--- config.mk ---
export PLATFORM = sky130hd
export DESIGN_NAME = sample_sched
export DESIGN_NICKNAME = d
export VERILOG_FILES = /design/src/rtl/sample_sched.sv
export SDC_FILE = /design/constraint.sdc
export NUM_CORES = 1
export LEC_CHECK = 0
export CORE_MARGIN = 5
export CORE_UTILIZATION = 55
export DETAILED_ROUTE_END_ITERATION = 16
export HOLD_SLACK_MARGIN = 0.15
export PLACE_DENSITY = 0.9
export SLEW_MARGIN = 20
export SYNTH_ARGS = -nofsm -noshare
export SYNTH_HDL_FRONTEND = slang
export SYNTH_SLANG_ARGS = --single-unit
--- constraint.sdc ---
create_clock -name clk -period 3 [get_ports clk]
set_input_delay 0.45 -clock clk [delete_from_list [all_inputs] [get_ports clk]]
set_output_delay 0.45 -clock clk [all_outputs]
set_load 0.02 [all_outputs]
--- src/rtl/sample_sched.sv ---
// sample_sched: a free-running timer starts an X then Y read from the accelerometer reader.
// Each completed pair is held as pending and copied to data_x/data_y on a v_sync rising edge.
// Build option: define SAMPLE_SCHED_TIMEOUT_EN to abandon reads that get no rd_ack in time.
module sample_sched #(
    parameter int unsigned SAMPLE_DIV = 50000,
    parameter int unsigned TIMEOUT    = 1023,
    parameter int unsigned W          = 16
) (
    input  logic         clk,
    input  logic         rst,
    input  logic [9:0]   SW,
    input  logic         v_sync,
    output logic         rd_req,
    output logic         rd_axis,
    input  logic         rd_ack,
    input  logic [W-1:0] rd_data,
    output logic [W-1:0] data_x,
    output logic [W-1:0] data_y,
    output logic         data_update,
    output logic [7:0]   err_cnt,
    output logic [7:0]   ovr_cnt
);

    localparam int unsigned TimerW = (SAMPLE_DIV > 1) ? $clog2(SAMPLE_DIV) : 1;

    typedef enum logic [1:0] {StIdle, StReqX, StReqY} state_e;

    state_e            state_q, state_d;
    logic [TimerW-1:0] timer_q;
    logic              tick;
    logic              vs_prev_q;
    logic              vs_edge;
    logic              pair_done;
    logic              publish;
    logic              abandon;
    logic              pending_q;
    logic [W-1:0]      shadow_x_q;
    logic [W-1:0]      pend_x_q, pend_y_q;
    logic [W-1:0]      data_x_q, data_y_q;
    logic              data_update_q;
    logic [7:0]        ovr_cnt_q;
    logic              unused_sw;

    assign unused_sw = ^SW[9:2];

    assign tick      = (timer_q == TimerW'(SAMPLE_DIV - 1));
    assign vs_edge   = v_sync && !vs_prev_q;
    assign pair_done = (state_q == StReqY) && rd_ack;
    // A frozen edge publishes nothing and leaves the pending pair in place.
    assign publish   = vs_edge && pending_q && !SW[1];

    // Free-running sample timer, wraps at SAMPLE_DIV-1.
    always_ff @(posedge clk) begin
        if (rst || tick) begin
            timer_q <= '0;
        end else begin
            timer_q <= timer_q + 1'b1;
        end
    end

`ifdef SAMPLE_SCHED_TIMEOUT_EN
    localparam int unsigned ToW = $clog2(TIMEOUT + 1);

    logic [ToW-1:0] to_cnt_q;
    logic [7:0]     err_cnt_q;

    assign abandon = (state_q != StIdle) && !rd_ack && (to_cnt_q == ToW'(TIMEOUT - 1));
    assign err_cnt = err_cnt_q;

    // Wait counter restarts on every entry into a request state.
    always_ff @(posedge clk) begin
        if (rst || (state_d != state_q)) begin
            to_cnt_q <= '0;
        end else if (state_q != StIdle) begin
            to_cnt_q <= to_cnt_q + 1'b1;
        end
    end

    // Saturating count of abandoned reads.
    always_ff @(posedge clk) begin
        if (rst) begin
            err_cnt_q <= '0;
        end else if (abandon && (err_cnt_q != 8'hFF)) begin
            err_cnt_q <= err_cnt_q + 1'b1;
        end
    end
`else
    logic unused_timeout;

    assign unused_timeout = ^TIMEOUT;
    assign abandon        = 1'b0;
    assign err_cnt        = '0;
`endif

    // FSM state register.
    always_ff @(posedge clk) begin
        if (rst) begin
            state_q <= StIdle;
        end else begin
            state_q <= state_d;
        end
    end

    // Next-state logic; SW[0] only gates the start, never an in-flight pair.
    always_comb begin
        state_d = state_q;
        case (state_q)
            StIdle: begin
                if (tick && SW[0]) state_d = StReqX;
            end
            StReqX: begin
                if (rd_ack)       state_d = StReqY;
                else if (abandon) state_d = StIdle;
            end
            StReqY: begin
                if (rd_ack || abandon) state_d = StIdle;
            end
            default: state_d = StIdle;
        endcase
    end

    assign rd_req  = (state_q != StIdle);
    assign rd_axis = (state_q == StReqY);

    // Capture, pending/publish bookkeeping and overwrite counting.
    always_ff @(posedge clk) begin
        if (rst) begin
            vs_prev_q     <= 1'b0;
            shadow_x_q    <= '0;
            pend_x_q      <= '0;
            pend_y_q      <= '0;
            pending_q     <= 1'b0;
            data_x_q      <= '0;
            data_y_q      <= '0;
            data_update_q <= 1'b0;
            ovr_cnt_q     <= '0;
        end else begin
            vs_prev_q     <= v_sync;
            data_update_q <= publish;
            if ((state_q == StReqX) && rd_ack) begin
                shadow_x_q <= rd_data;
            end
            if (publish) begin
                data_x_q <= pend_x_q;
                data_y_q <= pend_y_q;
            end
            if (pair_done) begin
                // Same-cycle publish consumes the old pair, so that is not an overwrite.
                if (pending_q && !publish && (ovr_cnt_q != 8'hFF)) begin
                    ovr_cnt_q <= ovr_cnt_q + 1'b1;
                end
                pending_q <= 1'b1;
                pend_x_q  <= shadow_x_q;
                pend_y_q  <= rd_data;
            end else if (publish) begin
                pending_q <= 1'b0;
            end
        end
    end

    assign data_x      = data_x_q;
    assign data_y      = data_y_q;
    assign data_update = data_update_q;
    assign ovr_cnt     = ovr_cnt_q;

endmodule

==> results of run 1 <==
metal layers:
layer  GRT usage (%)  wire, µm
met3            3.52       452
met2            36.9      4410
met4            8.65        93
met1            22.4      3640
met5               0         0
synthesized netlist by cell type (2+ instances only):
master,count
nor4_1,4
inv_1,6
nor3_1,5
dfxtp_1,109
xor2_1,2
or4bb_1,2
nand2_1,167
xnor2_1,13
nand3_1,9
o21ai_0,3
nor2b_1,2
clkbuf_1,26
ha_1,2
or4_1,4
o31ai_1,3
buf_4,8
or2_2,2
or3_1,3
nor2_1,25
buf_2,3
nand4_1,4
a21oi_1,88
worst max-delay path: cells and delay by family, from the launching register on:
kind / cells / cell delay, ns
DFF: 1 / 0.41
and+or+nand+nor: 1 / 0.27
buffers and inverters: 1 / 0.66
worst paths after layout:
kind / start / to / slack, ns / cells after the start
hold reg to reg: pend_y_q[14] / data_y[14] / 0.46 / 2
setup reg to reg: timer_q[11] / timer_q[6] / 0.99 / 4
hold / removal: pend_y_q[14] / data_y[14] / 0.46 / 2
setup / recovery: state_q[1] / rd_axis / 0.85 / 2
kinds of logic (layout without fill, tap and decap cells):
kind of cell / count (synthesis) / in the layout
AOI/OAI and AO/OA: 96 / 96
xor gates and xnor gates: 15 / 15
adders and majority gates: 2 / 2
buffers and inverters: 45 / 92
DFF: 109 / 109
muxes: 1 / 1
other: 1 / 8
and+or+nand+nor: 233 / 233
stage by stage:
step                      instances  power, mW  area [µm²]
final                           655       2.45        4920
after floorplan                 509       1.53        4090
after CTS                       655       2.46        4920
after global routing            655       2.54        4920
after detailed placement        639       1.56        4710
after global placement          639       1.56        4710
cell type report:
type | count | area, µm²
timing repair buffer | 70 | 681
multi-input combinational | 355 | 1700
sequential | 109 | 2180
clock inverter | 4 | 55.1
inverter | 6 | 22.5
fill | 615 | 2290
clock buffer | 12 | 155
tap | 99 | 124
flip-flops by register name (all words and copies together) (netlist names):
register	cells
pend_y_q	16
data_update	1
pending_q	1
state_q	2
data_x	16
data_y	16
pend_x_q	16
timer_q	16
shadow_x_q	16
ovr_cnt	8
vs_prev_q	1
power breakdown:
group,switching (mW),internal [mW]
combinational,0.0429,0.0298
clock,0.484,0.437
sequential,0.00398,1.45
==> results.md, run 1 <==
- GR Overflow Total: 0
- Combinational family with the most area after synthesis: simple AND/OR/NAND/NOR gates
- DIE HEIGHT: 95.9 µm
- RePlAce Congestion: 0.801
- Final Max Tran Viols: 0
- Final critical-path required period: 2.15 ns
- Run status: complete, no violations
- Aggregate global-route resource usage: 20.0%
- Power per standard cell area: 498 nW/µm²
- Worst hold-check path type: register to register
- Detailed-routing iteration count for the pre-antenna-repair pass: 4
- Netlist area before placement: 4060 µm²
- Worst-margin pin slew: 0.677 ns
- Pin count of the biggest net entering global routing: 74
- Adder and majority gate portion of the synthesized area: 0.616%
- Worst endpoint required time: 2.55 ns
- Post-synth EDFFs: 0
- Synth top area share: 53.7%
- Total of cells resized after clock tree synthesis: 0
- Total clock buffers created by CTS: 9
- Worst path slowest cell: clkdlybuf4s50_1
- Kind of start point of the critical path: register
- Max Clock Skew: 0.00764 ns
- Post-place setup slack: 0.690 ns
- Drt via density: 5.20
- Post-detailed-placement half-perimeter wirelength: 5800 µm
- Final Hold Fails: 0
- Series of cell instances along the critical path: nor2b_1 -> clkdlybuf4s50_1
- # DRC: 0
- Number of levels the H-tree was split into: 3
- Distinct cell type count after synthesis: 34
- Worst Path Arrival: 1.70 ns
- Per-instance average area after synthesis: 8.09 µm²
- Area share of and/or/nand/nor cells after synthesis: 24.4%
- Latest clock arrival within the worst-skew pair: 0.37 ns
- Number of sinks handled by clock tree synthesis: 109
- Critical Setup Path Class: register to output port
- Endpoint kind of the worst setup timing path: output port
- Leading cell types in the layout, fill and taps excluded: nand2_1 (167), dfxtp_1 (109), a21oi_1 (88), clkdlybuf4s50_1 (63), nor2_1 (25)
- Number of DRC markers in iteration 0: 217
- Buffers inserted during post-CTS setup optimization: 0
- Vias in the first global route: 3380
- Synthesis warning total: 0
- Overall die width: 95.9 µm
- CTS tree: built
- Maximum root-to-sink buffer count: 2
- Initial antenna violation count: 0
- Post-detailed-route count of antenna-violating nets: 0
- Period Utilization, post-route: 71.6%
- Unrepaired setup endpoints after global routing: no
- Synthesized netlist cell count: 502
- Input/output buffers: 64
- Number of vias in the routed layout: 3407
- P&R area growth vs syn: 21.1%
- Area of the core: 7210 µm²
- Delay contributed by the slowest stage of the critical path: 0.66 ns
- First-pass GRT wire length: 14600 µm
- Mux contribution to synthesized area: 0.246%
- Xor and xnor area share after synthesis: 3.23%
- Number of rows in the core area: 31
- Sequential share of the synthesized area: 53.7%
- Number of top-level pins: 81
- Max Clock Freq: 0.466 GHz
- Number of max-cap violations: 0
- Clock transition at the register clock pins on the worst setup and hold paths after CTS: 0.09 ns
- Sum of routed wire length over all layers: 8600 µm
- Cts hold-fix bufs: 0
- Synth Register Bits: 109
- Max-slew headroom at the worst pin: 54.8%
- Diodes inserted: 0
- Largest area contributor in the synthesized netlist: dfxtp_1
- Biggest area contributors in the synthesized netlist: dfxtp_1 (54%), nand2_1 (15%), a21oi_1 (11%), xnor2_1 (2.8%), clkbuf_1 (2.4%)
- Initial Utilization: 56.3%
- Number of setup violations in the final report: 0
- Hold slack: 0.456 ns
- Proportion of layout cells with a drive suffix above 1: 4.86%
- Die area: 9210 µm²
- Asr flop ratio synth: 0%
- Max Fanout on Critical Path: 6
- Final cell utilization of the core: 68.2%
- Most common cell after layout, fill and taps aside: nand2_1
- Post-layout nets: 583
- Final setup slack of the worst path: 0.853 ns
- Root buf cell: clkbuf_8
- Leakage power: 1.58 nW
- Post-detailed-route wirelength per cell: 13.1 µm
- Total negative slack for setup checks: 0 ns
- Leading register cell type out of synthesis: dfxtp_1
- Worst vdd ir: 265 µV
- Synthesized-area fraction occupied by ao, oa, aoi and oai cells: 12.3%
Note: power is estimated with default switching activity, not from simulation.
==> run 2: changes to the inputs <==
--- a/config.mk
+++ b/config.mk
@@ -6,10 +6,10 @@
 export NUM_CORES = 1
 export LEC_CHECK = 0
 export CORE_MARGIN = 5
-export CORE_UTILIZATION = 55
+export CORE_UTILIZATION = 51
 export DETAILED_ROUTE_END_ITERATION = 16
 export HOLD_SLACK_MARGIN = 0.15
-export PLACE_DENSITY = 0.9
+export PLACE_DENSITY = 0.85
 export SLEW_MARGIN = 20
 export SYNTH_ARGS = -nofsm -noshare
 export SYNTH_HDL_FRONTEND = slang
==> constraint.sdc (replaced) <==
create_clock -name clk -period 2.15 [get_ports clk]
set_input_delay 0.3225 -clock clk [delete_from_list [all_inputs] [get_ports clk]]
set_output_delay 0.3225 -clock clk [all_outputs]
set_load 0.02 [all_outputs]
==> results.md, run 2 (synthesis results as in run 1) <==
- GR Overflow Total: 0 (unchanged)
- Number of rows in the core area: 32 (was 31)
- Leakage power: 1.59 nW (was 1.58 nW)
- Maximum root-to-sink buffer count: 2 (unchanged)
- Total clock buffers created by CTS: 9 (unchanged)
- Input/output buffers: 64 (unchanged)
- Number of setup violations in the final report: 0 (unchanged)
- Worst hold path stage count: 2 (unchanged)
- Cts hold-fix bufs: 0 (unchanged)
- Max-slew headroom at the worst pin: 62.2% (was 54.8%)
- Post-layout nets: 585 (was 583)
- Number of cells after detailed placement: 644 (was 639)
- # DRC: 0 (unchanged)
- Die area: 9850 µm² (was 9210 µm²)
- Max Fanout on Critical Path: 6 (unchanged)
- Period Utilization, post-route: 92.9%
- Worst vdd ir: 329 µV (was 265 µV)
- Number of top-level pins: 81 (unchanged)
- P&R area growth vs syn: 21.7% (was 21.1%)
- Clock transition at the register clock pins on the worst setup and hold paths after CTS: 0.09 ns (about the same)
- Number of DRC markers in iteration 0: 165 (was 217)
- Root buf cell: clkbuf_8 (unchanged)
- Sum of routed wire length over all layers: 8600 µm (about the same)
- Total of cells resized after clock tree synthesis: 0 (unchanged)
- Final Max Tran Viols: 0 (unchanged)
- Final cell utilization of the core: 64.0% (was 68.2%)
- Initial antenna violation count: 0 (unchanged)
- Part of the power in combinational logic: 3.3% (was 3.0%)
- Detailed-routing iteration count for the pre-antenna-repair pass: 4 (unchanged)
- Worst-margin pin slew: 0.567 ns (was 0.677 ns)
- Critical Setup Path Class: register to output port (unchanged)
- Total negative slack for setup checks: 0 ns (unchanged)
- Number of vias in the routed layout: 3409 (was 3407)
- Number of max-cap violations: 0 (unchanged)
- CTS tree: built (unchanged)
- Proportion of layout cells with a drive suffix above 1: 5.20% (was 4.86%)
- Total internal power: 2.61 mW (was 1.92 mW)
- Post-detailed-placement half-perimeter wirelength: 5880 µm (was 5800 µm)
- Net switching power of the design: 0.728 mW (was 0.531 mW)
- Part of the power in the clock network: 35.9% (was 37.6%)
- Drt via density: 5.17 (was 5.20)
- Pin count of the biggest net entering global routing: 76 (was 74)
- Most common cell after layout, fill and taps aside: nand2_1 (unchanged)
- Max Clock Skew: 0.00838 ns (was 0.00764 ns)
- Max Clock Freq: 0.501 GHz
- Diodes inserted: 0 (unchanged)
- Kind of start point of the critical path: register (unchanged)
- Aggregate global-route resource usage: 17.6% (was 20.0%)
- Power per standard cell area: 675 nW/µm² (was 498 nW/µm²)
- Latest clock arrival within the worst-skew pair: 0.36 ns (was 0.37 ns)
- Buffers inserted during post-CTS setup optimization: 0 (unchanged)
- Post-detailed-route count of antenna-violating nets: 0 (unchanged)
- Number of sinks handled by clock tree synthesis: 109 (unchanged)
- Overall die width: 99.3 µm (was 95.9 µm)
- Switching power as a share of total power: 21.8% (was 21.7%)
- Endpoint kind of the worst setup timing path: output port (unchanged)
- Worst hold-check path type: primary input to register (was register to register)
- Final instance count without filler cells: 660 (was 655)
- Worst Path Arrival: 1.67 ns (was 1.70 ns)
- Final critical-path required period: 2.00 ns
- First-pass GRT wire length: 14400 µm (was 14600 µm)
- Vias in the first global route: 3175 (was 3380)
- Run status: complete, no violations (unchanged)
- Unrepaired setup endpoints after global routing: no (unchanged)
- Worst endpoint required time: 1.83 ns (was 2.55 ns)
- Post-detailed-route wirelength per cell: 13.0 µm (was 13.1 µm)
- RePlAce Congestion: 0.770 (was 0.801)
- Final Hold Fails: 0 (unchanged)
- DIE HEIGHT: 99.3 µm (was 95.9 µm)
- Leading cell types in the layout, fill and taps excluded: nand2_1 (167), dfxtp_1 (109), a21oi_1 (88), clkdlybuf4s50_1 (63), nor2_1 (25) (unchanged)
- Number of cells traversed by the worst register-to-register path: 4 (unchanged)
- Number of levels the H-tree was split into: 3 (unchanged)
- Area of the core: 7730 µm² (was 7210 µm²)
- Initial Utilization: 52.6% (was 56.3%)
- Sequential cell fraction of total power: 60.8% (was 59.4%)
==> run 2: power by group through the flow <==
stage | logic [mW] | clock network, mW | registers, mW
after detailed placement | 0.108 | 0 | 2.08
after global routing | 0.117 | 1.30 | 2.03
after floorplan | 0.0635 | 0 | 2.07
after CTS | 0.109 | 1.23 | 2.03
after global placement | 0.107 | 0 | 2.07
final | 0.109 | 1.20 | 2.03
==> run 2: stage by stage <==
stage	power, mW	hold slack [ns]	setup WS (ns)	instance area (µm²)
after floorplan	2.14	0.429	0.489	4090
after global placement	2.18	0.440	0.0806	4750
after detailed placement	2.18	0.444	-0.00717	4750
after CTS	3.37	0.371	0.140	4940
after global routing	3.45	0.385	0.00943	4940
final	3.34	0.371	0.153	4940
==> run 2: final cells by class <==
| type | count | area [µm²] |
|---|---|---|
| clock buffers | 10 | 128 |
| clock inverters | 6 | 62.6 |
| fillers | 659 | 2780 |
| inverters | 6 | 22.5 |
| multi-input cells | 355 | 1700 |
| flip-flops and latches | 109 | 2180 |
| well taps | 102 | 128 |
| repair buffers | 72 | 721 |
==> run 2: worst paths after layout <==
kind              slack [ns]           to         from
setup / recovery        0.15      rd_axis   state_q[1]
setup reg to reg        0.22  timer_q[15]  timer_q[11]
hold reg to reg         0.46    data_y[6]  pend_y_q[6]
hold / removal          0.37   ovr_cnt[0]          rst
==> run 2: routing by layer <==
layer | GRT usage (%) | share of wire (%)
met3 | 3.37 | 5.6
met1 | 21.9 | 44
met2 | 29.9 | 48
met4 | 7.35 | 1.9
met5 | 0 | 0
==> run 2: critical path, stage by stage, from the launching register on <==
cell and delay [ns]:
dfxtp_1 0.40, nor2b_1 0.26, clkdlybuf4s50_1 0.66
==> run 3: changes to the inputs <==
--- a/config.mk
+++ b/config.mk
@@ -9,7 +9,7 @@
 export CORE_UTILIZATION = 51
 export DETAILED_ROUTE_END_ITERATION = 16
 export HOLD_SLACK_MARGIN = 0.15
-export PLACE_DENSITY = 0.85
+export PLACE_DENSITY = 0.8
 export SLEW_MARGIN = 20
 export SYNTH_ARGS = -nofsm -noshare
 export SYNTH_HDL_FRONTEND = slang
==> results.md, run 3 (synthesis results as in run 1) <==
- Endpoint kind of the worst setup timing path: output port (unchanged)
- Series of cell instances along the critical path: nor2b_1 -> clkdlybuf4s50_1 (unchanged)
- Post-detailed-placement half-perimeter wirelength: 6010 µm (was 5880 µm)
- Total of cells resized after clock tree synthesis: 0 (unchanged)
- Final setup slack of the worst path: 0.117 ns (was 0.153 ns)
- Run status: complete, no violations (unchanged)
- Final critical-path required period: 2.03 ns (was 2.00 ns)
- Clock transition at the register clock pins on the worst setup and hold paths after CTS: 0.10 ns (was 0.09 ns)
- Most common cell after layout, fill and taps aside: nand2_1 (unchanged)
- Latest clock arrival within the worst-skew pair: 0.36 ns (about the same)
- Final instance count without filler cells: 661 (was 660)
- Max Clock Freq: 0.492 GHz (was 0.501 GHz)
- P&R area growth vs syn: 21.7% (unchanged)
- Delay contributed by the slowest stage of the critical path: 0.66 ns (about the same)
- Detailed-routing iteration count for the pre-antenna-repair pass: 4 (unchanged)
- Leakage power: 1.58 nW (was 1.59 nW)
- Drt via density: 5.18 (was 5.17)
- Total clock buffers created by CTS: 9 (unchanged)
- Worst hold-check path type: register to register (was primary input to register)
- Number of setup violations in the final report: 0 (unchanged)
- RePlAce Congestion: 0.803 (was 0.770)
- Die area: 9850 µm² (unchanged)
- Root buf cell: clkbuf_8 (unchanged)
- Number of top-level pins: 81 (unchanged)
- # DRC: 0 (unchanged)
- Unrepaired setup endpoints after global routing: no (unchanged)
- Sum of routed wire length over all layers: 8650 µm (was 8600 µm)
- Input/output buffers: 64 (unchanged)
- Period Utilization, post-route: 94.6% (was 92.9%)
- Number of levels the H-tree was split into: 3 (unchanged)
- Worst-margin pin slew: 0.569 ns (was 0.567 ns)
- Max-slew headroom at the worst pin: 62.1% (was 62.2%)
- Power per standard cell area: 664 nW/µm² (was 675 nW/µm²)
- Post-detailed-route wirelength per cell: 13.1 µm (was 13.0 µm)
- Worst Path Arrival: 1.71 ns (was 1.67 ns)
- First-pass GRT wire length: 14600 µm (was 14400 µm)
- DIE HEIGHT: 99.3 µm (unchanged)
- Post-place setup slack: -0.0233 ns (was -0.00717 ns)
- Aggregate global-route resource usage: 17.9% (was 17.6%)
- Leading cell types in the layout, fill and taps excluded: nand2_1 (167), dfxtp_1 (109), a21oi_1 (88), clkdlybuf4s50_1 (63), nor2_1 (25) (unchanged)
- Area of the core: 7730 µm² (unchanged)
- Post-layout nets: 586 (was 585)
- Worst vdd ir: 438 µV (was 329 µV)
- Max Fanout on Critical Path: 6 (unchanged)
- Number of rows in the core area: 32 (unchanged)
- Number of cells after detailed placement: 645 (was 644)
- GR Overflow Total: 0 (unchanged)
- Buffers inserted during post-CTS setup optimization: 0 (unchanged)
- Vias in the first global route: 3260 (was 3175)
- CTS tree: built (unchanged)
- Kind of start point of the critical path: register (unchanged)
- Number of vias in the routed layout: 3422 (was 3409)
- Initial Utilization: 52.6% (unchanged)
- Number of max-cap violations: 0 (unchanged)
- Diodes inserted: 0 (unchanged)
- Maximum root-to-sink buffer count: 2 (unchanged)
- Number of DRC markers in iteration 0: 176 (was 165)
- Number of sinks handled by clock tree synthesis: 109 (unchanged)
- Final Hold Fails: 0 (unchanged)
- Critical Setup Path Class: register to output port (unchanged)
- Overall die width: 99.3 µm (unchanged)
- Max Clock Skew: 0.00849 ns (was 0.00838 ns)
- Worst path slowest cell: clkdlybuf4s50_1 (unchanged)
- Final Total Pwr: 3.28 mW (was 3.34 mW)
- Final Max Tran Viols: 0 (unchanged)
- Cts hold-fix bufs: 0 (unchanged)
- Hold slack: 0.452 ns (was 0.371 ns)
- Proportion of layout cells with a drive suffix above 1: 5.55% (was 5.20%)
- Worst endpoint required time: 1.83 ns (about the same)
- Initial antenna violation count: 0 (unchanged)
- Post-detailed-route count of antenna-violating nets: 0 (unchanged)
- Final cell utilization of the core: 64.0% (unchanged)
- Pin count of the biggest net entering global routing: 95 (was 76)
run 3: changes by cell type in the layout (fill, tap and decap cells not counted), sizes merged:
cell,change
clkinvlp,+2
bufinv,-1
inv,+1
clkinv,-2
buf,+1
run 3: final timing paths:
check | cells past startpoint | to | slack, ns | from
min reg2reg | 2 | pend_x_q[2] | 0.45 | shadow_x_q[2]
max reg2reg | 4 | timer_q[13] | 0.17 | timer_q[11]
min | 2 | pend_x_q[2] | 0.45 | shadow_x_q[2]
max | 2 | rd_axis | 0.12 | state_q[1]
run 3: report_power, final:
group	total (mW)	switching (mW)	leakage [nW]	internal, mW
Sequential	2.03	0.00546	0.878	2.02
Combinational	0.107	0.0613	0.615	0.0455
Clock	1.15	0.688	0.0906	0.462
Total	3.28	0.755	1.58	2.53
run 3: through the flow:
stage,setup TNS [ns],cell area (µm²)
after floorplan,0,4090
after global placement,0,4760
after detailed placement,-0.0297,4760
after CTS,0,4940
after global routing,0,4940
final,0,4940
run 3: layout make-up:
cell class	instances	area, µm²
clock buffers	10	138
clock inverters	6	45.0
multi-input cells	355	1700
inverters	6	22.5
fillers	656	2780
well taps	102	128
flip-flops and latches	109	2180
repair buffers	73	728
run 3: layer usage:
layer	routed length, µm	global-route usage [%]	up-vias
met2	4320	31.3	79
met1	3770	22.2	1600
met3	434	3.16	11
met5	0	0	-
met4	119	6.62	0
li1	-	-	1732
run 3: worst max-delay path: cells and delay by family (launching register included):
kind / cells / cell delay (ns)
simple gates: 1 / 0.27
flops: 1 / 0.42
buf+inv: 1 / 0.66
